<file path="src/rtl/mult_pkg.sv">
// mult_pkg: shared types and constants for the sequential shift-add multiplier.
//   state_t   : FSM encoding (IDLE, RUN, DONE)
//   MULT_W    : operand width
//   MULT_ITER : number of add/shift iterations per product
package mult_pkg;

  typedef enum logic [1:0] {
    IDLE = 2'd0,
    RUN  = 2'd1,
    DONE = 2'd2
  } state_t;

  localparam int MULT_W    = 16;
  localparam int MULT_ITER = 16;

endpackage

</file>
<file path="src/rtl/cla_16b.sv">
// cla_16b: 16-bit carry-lookahead adder built from four 4-bit lookahead
// groups joined by a second-level lookahead carry unit.
// Ports:
//   a, b   : 16-bit addends
//   c_in   : carry into bit 0
//   s      : 16-bit sum
//   c_out  : carry out of bit 15
module cla_16b (
  input  logic [15:0] a,
  input  logic [15:0] b,
  input  logic        c_in,
  output logic [15:0] s,
  output logic        c_out
);

  logic [15:0] g, p, c;
  logic [3:0]  gg, gp;
  logic [4:0]  gc;

  assign g = a & b;
  assign p = a ^ b;

  always_comb begin
    gg = '0;
    gp = '0;
    gc = '0;
    c  = '0;
    // Group generate/propagate
    for (int k = 0; k < 4; k++) begin
      gg[k] = g[4*k+3]
            | (p[4*k+3] & g[4*k+2])
            | (p[4*k+3] & p[4*k+2] & g[4*k+1])
            | (p[4*k+3] & p[4*k+2] & p[4*k+1] & g[4*k]);
      gp[k] = &p[4*k +: 4];
    end
    // Second-level lookahead: carries into each group
    gc[0] = c_in;
    gc[1] = gg[0] | (gp[0] & c_in);
    gc[2] = gg[1] | (gp[1] & gg[0]) | (gp[1] & gp[0] & c_in);
    gc[3] = gg[2] | (gp[2] & gg[1]) | (gp[2] & gp[1] & gg[0])
          | (gp[2] & gp[1] & gp[0] & c_in);
    gc[4] = gg[3] | (gp[3] & gg[2]) | (gp[3] & gp[2] & gg[1])
          | (gp[3] & gp[2] & gp[1] & gg[0])
          | (gp[3] & gp[2] & gp[1] & gp[0] & c_in);
    // Bit carries inside each group, all derived from the group carry-in
    for (int k = 0; k < 4; k++) begin
      c[4*k]   = gc[k];
      c[4*k+1] = g[4*k] | (p[4*k] & gc[k]);
      c[4*k+2] = g[4*k+1] | (p[4*k+1] & g[4*k]) | (p[4*k+1] & p[4*k] & gc[k]);
      c[4*k+3] = g[4*k+2] | (p[4*k+2] & g[4*k+1])
               | (p[4*k+2] & p[4*k+1] & g[4*k])
               | (p[4*k+2] & p[4*k+1] & p[4*k] & gc[k]);
    end
  end

  assign s     = p ^ c;
  assign c_out = gc[4];

endmodule

</file>
<file path="src/rtl/mult_seq_16b.sv">
// mult_seq_16b: sequential 16x16 unsigned shift-add multiplier sharing a
// single cla_16b. One conditional add plus one right shift per RUN cycle;
// a start/done handshake frames each 32-bit product.
// Ports:
//   clk     : clock, rising edge
//   reset   : synchronous active-high reset (aborts any operation)
//   start   : request, sampled only while busy=0
//   a, b    : multiplicand / multiplier, latched on an accepted start
//   product : 32-bit result, held from done until the next accepted start
//   done    : high for the single cycle the FSM sits in DONE
//   busy    : high exactly while in RUN
// Build option: define MULT_EARLY_TERM_EN to finish early once the
// remaining multiplier bits are all zero (product is unchanged).
module mult_seq_16b
  import mult_pkg::*;
#(
  parameter int WIDTH = MULT_W
) (
  input  logic                 clk,
  input  logic                 reset,
  input  logic                 start,
  input  logic [WIDTH-1:0]     a,
  input  logic [WIDTH-1:0]     b,
  output logic [2*WIDTH-1:0]   product,
  output logic                 done,
  output logic                 busy
);

  state_t             state;
  logic [WIDTH-1:0]   m_r, a_r, q_r;
  logic [4:0]         cnt;
  logic [2*WIDTH-1:0] product_r;

  logic [WIDTH-1:0]   sum;
  logic               carry;
  logic [2*WIDTH-1:0] aq_nxt;
  logic [4:0]         cnt_inc;
  logic               finish;

  cla_16b u_cla (
    .a     (a_r),
    .b     (m_r),
    .c_in  (1'b0),
    .s     (sum),
    .c_out (carry)
  );

  always_comb begin
    // Carry of the add lands in the MSB of A on the same shift
    aq_nxt  = q_r[0] ? {carry, sum, q_r[WIDTH-1:1]}
                     : {1'b0, a_r, q_r[WIDTH-1:1]};
    cnt_inc = cnt + 5'd1;
    finish  = (cnt_inc == 5'(MULT_ITER));
`ifdef MULT_EARLY_TERM_EN
    // Unconsumed multiplier bits live in Q[15-cnt:0]. Once they are zero,
    // one shift by (16-cnt) lands the product; written as a shift by
    // ~cnt (=15-cnt) then by 1 so no subtractor is needed.
    if ((q_r & (16'hFFFF >> cnt[3:0])) == '0) begin
      aq_nxt = ({a_r, q_r} >> (~cnt[3:0])) >> 1;
      finish = 1'b1;
    end
`endif
  end

  always_ff @(posedge clk) begin
    if (reset) begin
      state     <= IDLE;
      m_r       <= '0;
      a_r       <= '0;
      q_r       <= '0;
      cnt       <= '0;
      product_r <= '0;
    end else begin
      case (state)
        IDLE, DONE: begin
          if (start) begin
            m_r   <= a;
            a_r   <= '0;
            q_r   <= b;
            cnt   <= '0;
            state <= RUN;
          end else begin
            state <= IDLE;
          end
        end
        RUN: begin
          {a_r, q_r} <= aq_nxt;
          cnt        <= cnt_inc;
          if (finish) begin
            product_r <= aq_nxt;
            state     <= DONE;
          end
        end
        default: state <= IDLE;
      endcase
    end
  end

  assign busy    = (state == RUN);
  assign done    = (state == DONE);
  assign product = product_r;

endmodule

</file>
<file path="config.mk">
export PLATFORM = sky130hd
export DESIGN_NAME = mult_seq_16b
export DESIGN_NICKNAME = d
export VERILOG_FILES = /design/src/rtl/mult_pkg.sv /design/src/rtl/cla_16b.sv /design/src/rtl/mult_seq_16b.sv
export SDC_FILE = /design/constraint.sdc
export NUM_CORES = 1
export LEC_CHECK = 0
export ABC_AREA = 1
export CORE_UTILIZATION = 40
export CTS_BUF_LIST = sky130_fd_sc_hd__clkbuf_4 sky130_fd_sc_hd__clkbuf_8
export CTS_CLUSTER_DIAMETER = 150
export DETAILED_ROUTE_END_ITERATION = 10
export SLEW_MARGIN = 25
export SYNTH_ARGS = -nofsm -noshare
export SYNTH_HDL_FRONTEND = slang
export SYNTH_SLANG_ARGS = --single-unit
</file>
<file path="constraint.sdc">
create_clock -name clk -period 5 [get_ports clk]
set_clock_uncertainty 0.05 [all_clocks]
set_input_delay 0.5 -clock clk [delete_from_list [all_inputs] [get_ports clk]]
set_output_delay 0.5 -clock clk [all_outputs]
set_load 0.1 [all_outputs]
</file>
==> results of run 1 <==
-- cell families (layout without fill, tap and decap cells) --
| family | count (synthesis) | count (layout) | share of synthesized area, % |
|---|---|---|---|
| AOI/OAI and AO/OA | 105 | 105 | 14.3 |
| xor gates and xnor gates | 7 | 7 | 1.51 |
| adders and majority gates | 21 | 21 | 7.20 |
| buffers and inverters | 72 | 128 | 7.26 |
| DFF | 87 | 87 | 42.8 |
| and+or+nand+nor | 261 | 261 | 26.9 |
-- cells in the final DEF, fill, tap and decap left out, types with 2 or more instances in the layout --
cell and instances:
fa_1 4, o21ai_0 52, a21oi_1 36, ha_1 17, xor2_1 5, a21o_1 2, clkbuf_8 9, inv_1 35
dfxtp_1 87, nand3_1 37, bufinv_16 3, clkinv_1 2, buf_4 3, clkdlybuf4s50_1 67, nor2_4 2, nor2_1 76
inv_2 5, nand2_1 122, nor3_1 10, xnor2_1 2, o221ai_1 10, or2_2 9
-- worst max-delay path, cell delays in order (launching register included) --
cell and delay [ns]:
dfxtp_1 0.35, inv_2 0.04, nor2_2 0.07, buf_4 0.37, clkdlybuf4s50_1 1.21
-- registers in the layout (all words and copies together) (netlist names) --
| name | count |
|---|---|
| state | 2 |
| a_r | 16 |
| product | 32 |
| cnt | 5 |
| q_r | 16 |
| m_r | 16 |
-- worst paths after layout --
| kind | startpoint | depth (start not counted) | to | slack (ns) |
|---|---|---|---|---|
| hold / removal | product[25] | 2 | product[25] | 0.43 |
| setup / recovery | state[0] | 4 | busy | 2.05 |
| hold reg to reg | product[25] | 2 | product[25] | 0.43 |
| setup reg to reg | state[0] | 9 | product[18] | 2.17 |
-- layer usage --
metal  vias up  wire (um)
met1      1691       4780
met2        60       4830
li1       1903          -
met5         -          0
met4         0        103
met3         7        339
-- cell type report --
| class | count | area [um2] |
|---|---|---|
| Multi-Input combinational cell | 394 | 2030 |
| Sequential cell | 87 | 1740 |
| Inverter | 42 | 158 |
| Tap cell | 133 | 166 |
| Timing Repair Buffer | 71 | 698 |
| Fill cell | 979 | 4790 |
| Clock buffer | 10 | 131 |
| Clock inverter | 5 | 106 |
-- power groups by stage --
stage | Clock [W] | Combinational, W | Sequential (W)
floorplan | 0 | 0.000129 | 0.000754
global placement | 0 | 0.000179 | 0.000766
detailed placement | 0 | 0.000183 | 0.000766
CTS | 0.000603 | 0.000183 | 0.000750
global route | 0.000637 | 0.000205 | 0.000755
finish | 0.000595 | 0.000182 | 0.000750
-- cells in the mapped netlist (all sizes together) --
library cell	number
nand2	122
nor2	79
clkinv	2
o21ai	52
clkbuf	22
dfxtp	87
a31oi	1
a21o	2
ha	17
inv	40
a221oi	1
nand3	38
o221ai	10
fa	4
and3	1
a22oi	1
a21oi	36
xor2	5
nand4	1
o21bai	1
a2bb2oi	1
nor3	10
or2	9
nand3b	1
buf	8
xnor2	2
-- metrics by stage --
step	setup WS (ns)	hold slack (ns)	util, %	instances
CTS	2.05	0.432	51.3	742
floorplan	2.82	0.389	-	553
global route	1.84	0.456	51.2	742
global placement	2.18	0.407	48.9	727
detailed placement	2.14	0.418	48.9	727
finish	2.05	0.426	51.2	742
==> run metrics, run 1 <==
status complete, no violations; met1 Resource Use GR 26.0%; initial cell density of the core 41.4%; CTS tree yes; # Post-CTS Setup Buffers 0; NumNets Final 661; Post-DP HPWL 6.74 mm; share of power burned in the clock network 38.9%; Hold Vio Cnt, Final 0; WP data arrival 2.40 ns; CTS HTree Levels 3; Tmin final 2.95 ns; M3 GR Usage 4.34%; per-cell routed wire length 13.5 um; Hold Crit Class flip-flop to flip-flop; Synth top area share 42.8%; Yosys reg bits 87; Overflow after GRT 0; post-route cell area 0.00503 mm2; pwr dens 304 mW/mm2; port bufs 68; via-per-instance ratio 4.93; synth unique cells 32; Worst setup EP type output pin; clock-pin slew on the worst setup and hold paths 0.09 ns; synth-to-layout area growth 23.7%; first-pass GRT wire length 16.6 mm; P_sw 0.000394 W; Total Routing Usage GR 20.4%; Leak Pwr 2.20 nW; clock sink count 87; placed cell area 0.00480 mm2; RSZ-0062 raised after global routing no; Root Buffer clkbuf_8; die width 103 um; crit path kind flip-flop to output pin; met2 GRT Util 35.4%; Row Count 36; VDD IR-drop max 173 uV; Logic pwr share 11.9%; layout cell share with drive strength beyond 1 6.08%; Max Fclk 0.339 GHz; crit start category flip-flop; DIE AREA 0.0106 mm2; Post-Route WL 10.0 mm; gpl congestion 0.821; final setup fails 0; cell count after synthesis 553; global route hottest layer met2; sequential share of the synthesized area 42.8%; Required @ worst endpoint 4.45 ns; antenna violations before repair 0; Iter 0 DRT Violations 163; Clock Latency Late Sink 0.36 ns; synthesized area per cell 7.35 um2; # IOs 69; Post-Syn Area 0.00407 mm2; vias 3661; CTS Hold Bufs 0; die height 103 um; drt pass-1 iters 4; Residual DRC 0; Max Buffers Root-to-Sink 2; area leader, netlist dfxtp_1; share of power burned in registers 49.1%; maxcap violations 0; Placeable Area 0.00982 mm2; total CTS buffers 9; Internal Power 0.00113 W; antenna diode count 0; vias in the first global route 3436; Routed Antenna Nets 0; Synthesized Nets 609; Net Sw Frac 25.8%; Worst slew margin 33.9%; Final Slew Violations 0; post-route setup TNS 0 ns; Tot Pwr 0.00153 W; maximum fanout along the worst path 36; Area contributors post-synth dfxtp_1 43%, nand2_1 11%, nor2_1 7.0%, o21ai_0 6.4%, ha_1 5.2%; post-route clock period utilization 59.0%; Post-CTS Resized 0; largest net degree at the start of global routing 63; Worst-Margin Slew 0.989 ns; YS warnings 0
(Power assumes the default switching activity.)
==> inputs of run 2 (changes only) <==
==> constraint.sdc (replaced) <==
create_clock -name clk -period 2.75 [get_ports clk]
set_clock_uncertainty 0.05 [all_clocks]
set_input_delay 0.275 -clock clk [delete_from_list [all_inputs] [get_ports clk]]
set_output_delay 0.275 -clock clk [all_outputs]
set_load 0.1 [all_outputs]
==> run metrics, run 2 (synthesis results as in run 1) <==
hold path cells 2 (unchanged); final setup fails 0 (unchanged); Worst slew margin 49.9% (+16 points); maxcap violations 0 (unchanged); DIE AREA 0.0106 mm2 (unchanged); M3 GR Usage 6.17% (+1.8 points); met2 GRT Util 35.0% (-0.36 points); share of power burned in the clock network 35.1% (-3.8 points); die width 103 um (unchanged); # IOs 69 (unchanged); HP Start product[25]; first-pass GRT wire length 16.9 mm (+1.9%); RSZ-0062 raised after global routing no; global route hottest layer met2; most frequent cells in the layout 122 x nand2_1, 87 x dfxtp_1, 76 x nor2_1; Placeable Area 0.00982 mm2 (unchanged); Max Buffers Root-to-Sink 2 (unchanged); cells on worst reg2reg path 12 (+3); Internal Power 0.00190 W (+67%); CTS HTree Levels 3 (unchanged); Post-DP HPWL 6.99 mm (+3.7%); post-route setup TNS 0 ns (unchanged); P_sw 0.000734 W (+86%); post-route cell area 0.00498 mm2 (-1.0%); layout cell share with drive strength beyond 1 12.6% (+6.6 points); Net Sw Frac 27.9% (+2.1 points); placed cell area 0.00478 mm2 (-0.42%); Final Slew Violations 0 (unchanged); Hold Vio Cnt, Final 0 (unchanged); status complete, no violations; Post-Route WL 10.2 mm (+1.4%); per-cell routed wire length 13.6 um (+0.35%); Worst-Margin Slew 0.750 ns (-0.239 ns); Final Util 50.7% (-0.54 points); die height 103 um (unchanged); vias 3743 (+2.2%); total CTS buffers 9 (unchanged); gpl congestion 0.806 (-1.8%); largest net degree at the start of global routing 36 (-43%); Max Fclk 0.430 GHz; synth-to-layout area growth 22.4%; Logic pwr share 13.5% (+1.6 points); # Post-CTS Setup Buffers 0 (unchanged); Required @ worst endpoint 2.99 ns (-1.46 ns); Iter 0 DRT Violations 146 (-10%); WP data arrival 2.57 ns (+0.17 ns); pwr dens 528 mW/mm2 (+74%); reg2reg start a_r[3]; Tmin final 2.33 ns; CTS tree yes; leading cell type in the layout, fill and taps excluded nand2_1; vias in the first global route 3616 (+5.2%); R2R Setup Slk 0.42 ns (-1.75 ns); Cells after DPL 734 (+0.96%); NumNets Final 668 (+1.1%); Row Count 36 (unchanged); CTS Hold Bufs 0 (unchanged); VDD IR-drop max 319 uV (+84%); share of power burned in registers 51.5% (+2.4 points); Layout Cells excl Fill 750 (+1.1%); Post-CTS Resized 0 (unchanged); antenna diode count 0 (unchanged); Total Routing Usage GR 21.0% (+0.63 points); Routed Antenna Nets 0 (unchanged); Overflow after GRT 0 (unchanged); Worst Hold End product[25]; Clock Latency Late Sink 0.37 ns (about the same); met1 Resource Use GR 24.7% (-1.3 points); port bufs 68 (unchanged); via-per-instance ratio 4.99 (+1.1%); Worst setup EP type flip-flop; Hold Crit Class flip-flop to flip-flop; Root Buffer clkbuf_8; Residual DRC 0 (unchanged); Leak Pwr 2.29 nW (+4.2%); drt pass-1 iters 4 (unchanged); clock-pin slew on the worst setup and hold paths 0.09 ns (about the same); post-route clock period utilization 84.6%; Fill cells 1031 (+5.3%); crit path kind flip-flop to flip-flop; clock sink count 87 (unchanged); antenna violations before repair 0 (unchanged); initial cell density of the core 41.4% (unchanged); R2R Path End a_r[12]; maximum fanout along the worst path 4 (-89%); crit start category flip-flop; max FFs per register 32 (unchanged)
==> run 2: worst max-delay path, stage by stage (launching register included) <==
cell     delay [ns]
dfxtp_1        0.34
ha_1           0.30
or2_2          0.30
nand2_1        0.06
nand2_1        0.10
nand2_1        0.09
nand3_1        0.14
fa_1           0.41
xor2_1         0.16
nand2_1        0.06
nand2_1        0.08
nand2_1        0.05
a21oi_1        0.12
==> run 2: power by group through the flow <==
stage	logic, W	registers, W	clock network (W)
after floorplan	0.000235	0.00137	0
after global placement	0.000352	0.00138	0
after detailed placement	0.000356	0.00138	0
after CTS	0.000357	0.00135	0.000954
after global routing	0.000401	0.00136	0.00101
final	0.000354	0.00135	0.000922
==> run 2: metrics by stage <==
step                setup slack [ns]  power, W  hold WS (ns)
floorplan                      0.594   0.00161         0.367
global placement               0.467   0.00173         0.408
detailed placement             0.431   0.00174         0.412
CTS                            0.394   0.00267         0.426
global route                   0.260   0.00277         0.439
finish                         0.424   0.00263         0.421
==> run 2: worst max path at each step <==
stage	start	end	cells past startpoint
2_1_floorplan	m_r[3]	a_r[12]	12
3_3_place_gp	m_r[3]	a_r[12]	12
3_5_place_dp	a_r[3]	a_r[12]	12
4_1_cts	a_r[3]	a_r[12]	12
5_1_grt	m_r[3]	a_r[12]	12
6_report	a_r[3]	a_r[12]	12
==> run 2: final cells by class <==
cell class,count,area (um2),area share [%]
well taps,133,166,3.34
repair buffers,78,683,13.7
flip-flops and latches,87,1740,35.0
multi-input cells,394,2030,40.8
clock inverters,6,68.8,1.38
clock buffers,10,131,2.64
inverters,42,158,3.17
==> run 2: routing by layer <==
layer  routed length, um  share of wire, %  vias to the layer above
met5                   0                 0                        -
met4                 240               2.4                        0
met3                 512               5.0                       15
met2                4870                48                       95
met1                4570                45                     1714
li1                    -                 -                     1919
